$ cat config.mk
export PLATFORM = sky130hd
export DESIGN_NAME = serv_rf_ram_arb
export DESIGN_NICKNAME = d
export VERILOG_FILES = /design/src/rtl/serv_rf_pkg.sv /design/src/rtl/serv_rf_clr_seq.sv /design/src/rtl/serv_rf_ram_arb.sv
export SDC_FILE = /design/constraint.sdc
export NUM_CORES = 1
export LEC_CHECK = 0
export BUFFER_PORTS_ARGS = -buffer_cell sky130_fd_sc_hd__buf_2
export CORE_ASPECT_RATIO = 1.4
export CORE_UTILIZATION = 43
export CTS_CLUSTER_DIAMETER = 150
export DETAILED_ROUTE_END_ITERATION = 6
export PLACE_DENSITY = 0.85
export REMOVE_ABC_BUFFERS = 1
export SETUP_SLACK_MARGIN = 0.4
export SLEW_MARGIN = 20
export SYNTH_ARGS = -nofsm -noshare
export SYNTH_HDL_FRONTEND = slang
export SYNTH_SLANG_ARGS = --single-unit
$ cat constraint.sdc
create_clock -name clk -period 3.75 [get_ports clk]
set_input_delay 0.375 -clock clk [delete_from_list [all_inputs] [get_ports clk]]
set_output_delay 0.375 -clock clk [all_outputs]
set_load 0.1 [all_outputs]
$ cat src/rtl/serv_rf_pkg.sv
`default_nettype none
// +----------------------------------------------------------------------------+
// | serv_rf_pkg                                                                |
// | Shared constants for the register-file RAM arbiter.                        |
// | Revision: 1.0                                                              |
// +----------------------------------------------------------------------------+
package serv_rf_pkg;

    localparam logic [0:0] c_st_clear = 1'b0;
    localparam logic [0:0] c_st_run   = 1'b1;

    localparam int c_csr_regs = 4;

    // 32 GPRs plus the CSRs, each 32 bits, packed into WIDTH-bit words
    function automatic int rf_depth(input int width, input int csr_regs);
        return (32 + csr_regs) * 32 / width;
    endfunction

endpackage
`default_nettype wire

$ cat src/rtl/serv_rf_clr_seq.sv
`default_nettype none
// +----------------------------------------------------------------------------+
// | serv_rf_clr_seq                                                            |
// | Post-reset word counter for RAM clearing; releases the core hold when done.|
// | Revision: 1.0                                                              |
// +----------------------------------------------------------------------------+
module serv_rf_clr_seq #(
    parameter int DEPTH = 144,
    parameter int L2D   = 8
) (
    input  logic           clk,
    input  logic           i_rst_n,
    input  logic           i_en,
    output logic [L2D-1:0] o_clr_cnt,
    output logic           o_done,
    output logic           o_cpu_hold
);

    localparam logic [L2D-1:0] c_last = L2D'(DEPTH - 1);

    logic [L2D-1:0] r_cnt;
    logic           r_hold;
    logic           w_done;

    assign w_done = (r_cnt == c_last);

    // Counter parks on the last word so it never wraps after the clear ends
    always_ff @(posedge clk or negedge i_rst_n) begin
        if (!i_rst_n) begin
            r_cnt  <= '0;
            r_hold <= 1'b1;
        end else if (i_en) begin
            if (w_done) begin
                r_hold <= 1'b0;
            end else begin
                r_cnt <= r_cnt + 1'b1;
            end
        end
    end

    assign o_clr_cnt  = r_cnt;
    assign o_done     = w_done;
    assign o_cpu_hold = r_hold;

endmodule
`default_nettype wire

$ cat src/rtl/serv_rf_ram_arb.sv
`default_nettype none
// +----------------------------------------------------------------------------+
// | serv_rf_ram_arb                                                            |
// | RF RAM initialiser and core-priority arbiter with a word-wide debug port.  |
// | Revision: 1.0                                                              |
// +----------------------------------------------------------------------------+
module serv_rf_ram_arb
    import serv_rf_pkg::*;
#(
    parameter int WIDTH    = 8,
    parameter int CSR_REGS = c_csr_regs,
    parameter int DEPTH    = rf_depth(WIDTH, CSR_REGS),
    parameter int L2D      = $clog2(DEPTH)
) (
    input  logic             clk,
    input  logic             i_rst_n,
    input  logic [L2D-1:0]   i_cpu_waddr,
    input  logic [WIDTH-1:0] i_cpu_wdata,
    input  logic             i_cpu_wen,
    input  logic [L2D-1:0]   i_cpu_raddr,
    input  logic             i_cpu_ren,
    output logic [WIDTH-1:0] o_cpu_rdata,
    output logic             o_cpu_hold,
    input  logic             i_dbg_req,
    input  logic             i_dbg_we,
    input  logic [L2D-1:0]   i_dbg_addr,
    input  logic [WIDTH-1:0] i_dbg_wdata,
    output logic             o_dbg_gnt,
    output logic [WIDTH-1:0] o_dbg_rdata,
    output logic             o_dbg_rvalid,
    output logic [L2D-1:0]   o_ram_waddr,
    output logic [WIDTH-1:0] o_ram_wdata,
    output logic             o_ram_wen,
    output logic [L2D-1:0]   o_ram_raddr,
    output logic             o_ram_ren,
    input  logic [WIDTH-1:0] i_ram_rdata
);

    logic [0:0]       r_state;
    logic [0:0]       w_state_nxt;
    logic [L2D-1:0]   w_clr_cnt;
    logic             w_clr_done;
    logic             w_dbg_wr_gnt;
    logic             w_dbg_rd_gnt;
    logic             r_dbg_rvalid;
    logic [WIDTH-1:0] r_dbg_rdata;

    serv_rf_clr_seq #(
        .DEPTH (DEPTH),
        .L2D   (L2D)
    ) u_clr_seq (
        .clk        (clk),
        .i_rst_n    (i_rst_n),
        .i_en       (r_state == c_st_clear),
        .o_clr_cnt  (w_clr_cnt),
        .o_done     (w_clr_done),
        .o_cpu_hold (o_cpu_hold)
    );

    always_ff @(posedge clk or negedge i_rst_n) begin
        if (!i_rst_n) begin
            r_state <= c_st_clear;
        end else begin
            r_state <= w_state_nxt;
        end
    end

    always_comb begin
        w_state_nxt = r_state;
        if (r_state == c_st_clear && w_clr_done) begin
            w_state_nxt = c_st_run;
        end
    end

    // Unowned ports keep the core's address/data so the RAM sees no toggling
    always_comb begin
        w_dbg_wr_gnt = 1'b0;
        w_dbg_rd_gnt = 1'b0;
        o_ram_waddr  = i_cpu_waddr;
        o_ram_wdata  = i_cpu_wdata;
        o_ram_wen    = 1'b0;
        o_ram_raddr  = i_cpu_raddr;
        o_ram_ren    = 1'b0;
        if (r_state == c_st_clear) begin
            o_ram_waddr = w_clr_cnt;
            o_ram_wdata = '0;
            o_ram_wen   = i_rst_n;
        end else begin
            w_dbg_wr_gnt = !i_cpu_wen && i_dbg_req &&  i_dbg_we;
            w_dbg_rd_gnt = !i_cpu_ren && i_dbg_req && !i_dbg_we;
            o_ram_wen    = i_cpu_wen | w_dbg_wr_gnt;
            o_ram_ren    = i_cpu_ren | w_dbg_rd_gnt;
            if (w_dbg_wr_gnt) begin
                o_ram_waddr = i_dbg_addr;
                o_ram_wdata = i_dbg_wdata;
            end
            if (w_dbg_rd_gnt) begin
                o_ram_raddr = i_dbg_addr;
            end
        end
    end

    assign o_dbg_gnt = w_dbg_wr_gnt | w_dbg_rd_gnt;

    always_ff @(posedge clk or negedge i_rst_n) begin
        if (!i_rst_n) begin
            r_dbg_rvalid <= 1'b0;
            r_dbg_rdata  <= '0;
        end else begin
            r_dbg_rvalid <= w_dbg_rd_gnt;
            if (r_dbg_rvalid) begin
                r_dbg_rdata <= i_ram_rdata;
            end
        end
    end

    // RAM data arrives in the rvalid cycle; bypass it then, hold the copy after
    assign o_dbg_rdata  = r_dbg_rvalid ? i_ram_rdata : r_dbg_rdata;
    assign o_dbg_rvalid = r_dbg_rvalid;
    assign o_cpu_rdata  = i_ram_rdata;

endmodule
`default_nettype wire

**Word level (Yosys, flattened, before mapping)**

Index checks and enable logic that the tools add are counted.
Widths: inputs -> output; s select.

- Flip-flop bits (word level): 19
- Bits in latches: 0
- RAM bits: 0
- ROM bits: 0
- Bits of input ports: 54
- Output and inout port bits: 45
- Logic and storage cells: 33
- Memories: 0

- Add/subtract/negate cells: 1
- Multiply operators: 0
- Divide/modulo/power cells: 0
- $lt $le $gt $ge: 0
- Equality and inequality tests: 1
- Shift operators: 0
- Multiplexer cells: 11
- Bitwise gates (word level): 5
- Reduce and logical (&&, ||, !) cells: 10

Operator list:

| cell | count |
|---|---|
| $mux 8 | 7 |
| $add 8x1->8 const B | 1 |
| $eq 8x8->1 const B | 1 |
| $logic_and 1x1->1 | 5 |
| $mux 1 | 4 |
| $reduce_and 2->1 | 2 |
| $logic_not 1->1 | 3 |
| $or 1x1->1 | 3 |
| $not 1->1 | 2 |

**Longest topological paths before layout**

- Depth in word-level cells: 5
- Gate-level depth with buffers: 5
- Depth with buffers taken out: 4

**By module**

Synthesis repeated with hierarchy kept, for this count alone.

- Cells, all modules: 146
- Area total of the unflattened synthesis: 1300.0 µm²

Modules (own cells, without submodules):

| module | instances | cells an instance | area an instance (µm²) |
|---|---|---|---|
| serv_rf_ram_arb | 1 | 109 | 880.8 |
| serv_rf_clr_seq | 1 | 37 | 419.2 |

**Worst setup path before layout**

Ideal clock, no wire load.

- Path type: input-to-output
- Start point: input port i_cpu_wen
- End point: output port o_ram_wdata[0]
- Data arrival time: 2.916 ns
- Data required time: 3.375 ns
- Setup slack: 0.459 ns
- Stages: 4
- Buffers on the path: 1
- Path through: and3b_1 buf_2 nand2_1 a21boi_0

- Cells in the longest elaborated chain, start to end: 5

RTL lines:

| item | RTL line | RTL |
|---|---|---|
| from (decl) | serv_rf_ram_arb.sv:19 | `input logic i_cpu_wen,` |
| $logic_not 1->1 | serv_rf_ram_arb.sv:89 | `w_dbg_wr_gnt = !i_cpu_wen && i_dbg_req && i_dbg_we;` |
| $logic_and 1x1->1 (2 in a row) | serv_rf_ram_arb.sv:89 |  |
| $mux 8 | serv_rf_ram_arb.sv:93 | `if (w_dbg_wr_gnt) begin` |
| $mux 8 | serv_rf_ram_arb.sv:84 | `if (r_state == c_st_clear) begin` |
| to (decl) | serv_rf_ram_arb.sv:32 | `output logic [WIDTH-1:0] o_ram_wdata,` |

No other way between the ends.

**Worst setup path in the final report**

- Start point: register r_state
- End point: output port o_ram_raddr[5]

- Cells in the longest elaborated chain, start to end: 1

RTL lines:

| item | RTL line | RTL |
|---|---|---|
| from (decl) | serv_rf_ram_arb.sv:39 | `logic [0:0] r_state;` |
| from (signal assigned) | serv_rf_ram_arb.sv:62 | `r_state <= c_st_clear;` |
| from (signal assigned) | serv_rf_ram_arb.sv:64 | `r_state <= w_state_nxt;` |
| $mux 8 | serv_rf_ram_arb.sv:84 |  |
| to (decl) | serv_rf_ram_arb.sv:34 | `output logic [L2D-1:0] o_ram_raddr,` |

No other way between the ends.

==> summary.md <==
| Metric | Value |
|---|---|
| Sequential cell area fraction in the yosys report | 35.9% |
| Max Root-Sink Buffers | 2 |
| Setup TNS | 0 ns |
| CP startpoint kind | flop |
| WL per Instance | about 12 um |
| First drt pass iteration count | 4 |
| Gp weighted congestion | around 0.72 |
| Post-synthesis adder-cell area fraction | less than 1% |
| Initial Util | a little under half |
| Worst reg-to-reg path cell count | 3 |
| # rows | 23 |
| Core area | roughly 2900 um^2 |
| Kind of critical path | flop to output pin |
| Final Skew | 0.00331 ns |
| CTS buffer count | 3 |
| Dominant cell type by area after synthesis | dfrtp_1 |
| DIE HEIGHT | roughly 68 um |
| Hold WS | ~0.05 ns |
| Min Clock Period, post-route | 2.57 ns |
| WL final | 3170 um |
| Multiplexer share of the synthesized area | around 18% |
| Initial antenna violation count | 0 |
| GRT Total Usage | roughly a fifth |
| DRC | 0 |
| Pre-CTS setup slack | between 1 and 1.5 ns |
| Top-count cell post-synth | nand2_1 |
| Dpl cells | roughly 260 |
| Worst r2r dst | u_clr_seq.o_clr_cnt[1] |
| Post-synth top cells | nand2_1, dfrtp_1, nor2_1, mux2_4 |
| Post-Synth Simple-Gate Area | 21.1% |
| Max Cap Violations | 0 |
| Post-CTS Setup Repair Bufs | 0 |
| Synth Register Bits | 19 |
| Xor-xnor portion of the synthesized cell area | under 10% |
| Nets | around 290 |
| Netlist Area Pre-Place | between 1000 and 1500 um^2 |
| Power per standard cell area | 260 nW/um^2 |
| Vias/cell | 4.97 |
| Post-Syn Instances | roughly 140 |
| Setup crit end kind | output pin |
| Lkg Pwr | between 1 and 1.5 nW |
| Synth top area share | ~34% |
| Synth cell types | 33 |
| First-pass GRT wire length | 5110 um |
| CP arrival | ~2.2 ns |
| Post-synthesis compound-gate area fraction | around an eighth |
| Final WS setup | between 1 and 1.5 ns |
| Antenna Diode Count | 0 |
| HPWL Detailed | roughly 2600 um |
| Worst Path Buf+Inv | 2 |
| YS warnings | 0 |
| Hold/Removal Path Class | input port to async pin |
| Setup violators final | 0 |
| Status | finished clean |
| Largest family of logic cells by synthesized area | simple AND/OR/NAND/NOR gates |
| Die X | ~50 um |
| Count of buffers from port buffering | a little under 100 |
| Asr flop ratio synth | 100% |
| Num ports | 99 |
| R2r setup slk | approximately 2.1 ns |
| H-tree levels | 1 |
| Clk_lat worst skew | ~0.25 ns |
| Hold Fails Final Rpt | 0 |
| Design area | ~1800 um^2 |
| Antenna viol nets, final | 0 |
| Layout cells sized above 1 | between 50% and 60% |
| Dpl cell area | 1780 um^2 |
| Slew Viols, Final | 0 |
| Via count | roughly 1300 |
| Fmax achieved | approximately 400 MHz |
| Largest net degree at the start of global routing | 33 |
| Final period utilization | around 70% |
| Worst-path maximum fanout | 32 |
| RSZ-0062 raised after global routing | no |
| Hold-fix buffers at CTS | 0 |
| CP Cell Sequence | buf_4 -> nand2_2 -> nor3_4 -> mux2_4 -> buf_2 |
| VDD IR max | 0.000165 V |
| GRT overflow | 0 |
| Post-Syn Area per Cell | slightly above 9 um^2 |
| DRT iter0 DRCs | 17 |
| Full die area | approximately 3300 um^2 |
| Post-CTS sizing | 0 |
| Worst-Margin Slew | around 0.67 ns |
| Max-slew headroom | 55.2% |
| CTS root buffer | clkbuf_8 |
| Largest delay contributor family on the critical path | buffers and inverters |
| CP Data Required Time | 3.38 ns |
| R2r startpoint | u_clr_seq.o_clr_cnt[4] |
| Area delta synth->final | 37.4% |
| Clk slew on worst S/H paths | approximately 0.070 ns |
| Top_reg_cell synth | dfrtp_1 |
| Critical Path Slowest Stage Cell | nor3_4 |
| Clock sink count | 19 |
| Clock tree from TritonCTS | built |
| Vias in the first global route | about 1200 |
| Crit-path max cell delay | 0.54 ns |
| Post-route insts no fill | between 200 and 300 |
| Synth top area cells | dfrtp_1, mux2_4, nand2_1 |
| Number of enable flip-flop cells after synthesis | 0 |
-- routing by layer --
metal,global-route usage [%],wire length (um),part of all wire (%)
met4,7.72,27,0.85
met3,3.38,246,7.8
met2,40.1,1650,52
met1,20.8,1240,39
met5,0,0,0
-- layout make-up --
class | instances | area [um^2]
clock buffers | 4 | 45.0
fillers | 252 | 1080
inverters | 2 | 7.51
multi-input cells | 106 | 748
flip-flops and latches | 19 | 477
well taps | 37 | 46.3
repair buffers | 99 | 498
-- worst reg2reg max path: cells and delay by family, from the launching register on --
family,cells,cell delay (ns)
AO/OA/AOI/OAI,1,0.23
AND/OR/NAND/NOR,1,0.45
multiplexers,1,0.34
flip-flops,1,0.47
-- worst max-delay path by stage --
stage / from / to / slack, ns / cells past startpoint
after floorplan: r_state / o_dbg_gnt / 0.20 / 2
after global placement: r_state / o_ram_raddr[4] / 1.48 / 5
after detailed placement: r_state / o_ram_raddr[6] / 1.46 / 5
after CTS: r_state / o_ram_raddr[6] / 1.17 / 5
after global routing: r_state / o_ram_raddr[4] / 1.06 / 5
final: r_state / o_ram_raddr[5] / 1.18 / 5
-- power breakdown --
group | internal (mW) | switching (mW) | leakage [nW]
Sequential | 0.205 | 0 | 0.247
Combinational | 0.0355 | 0.0980 | 0.749
Clock | 0.0753 | 0.0604 | 0.0228
-- metrics by stage --
stage | utilization (%) | power, mW
floorplan | - | 0.265
global placement | 61.1 | 0.342
detailed placement | 61.1 | 0.343
CTS | 62.7 | 0.480
global route | 62.7 | 0.495
finish | 62.7 | 0.474
-- layout by cell type (no fill, tap or decap), types with 2 or more instances in the layout --
cell | synthesis | routed
nand3_1 | 2 | 2
dfrtp_1 | 18 | 18
buf_2 | 3 | 98
a21oi_1 | 4 | 4
nor2_1 | 12 | 12
xor2_1 | 3 | 3
clkbuf_8 | 0 | 3
xnor2_1 | 2 | 2
inv_1 | 2 | 2
a31oi_1 | 8 | 8
a21boi_0 | 7 | 7
mux2_4 | 9 | 9
a21boi_1 | 2 | 2
mux2_2 | 8 | 8
nand2_1 | 33 | 33
-- state kept, by name, summed over array words and instances, names as in the netlist --
| register | flops |
|---|---|
| u_clr_seq.o_clr_cnt | 8 |
| o_dbg_rvalid | 1 |
| r_dbg_rdata | 8 |
| r_state | 1 |
| u_clr_seq.o_cpu_hold | 1 |
-- kinds of logic after synthesis --
family	Yosys count
AND/OR/NAND/NOR	57
buffers and inverters	18
multiplexers	18
adder cells (fa/ha/maj)	1
flip-flops	19
AO/OA/AOI/OAI	25
XOR/XNOR	5
No activity file was read; power rests on OpenSTA's default activity.
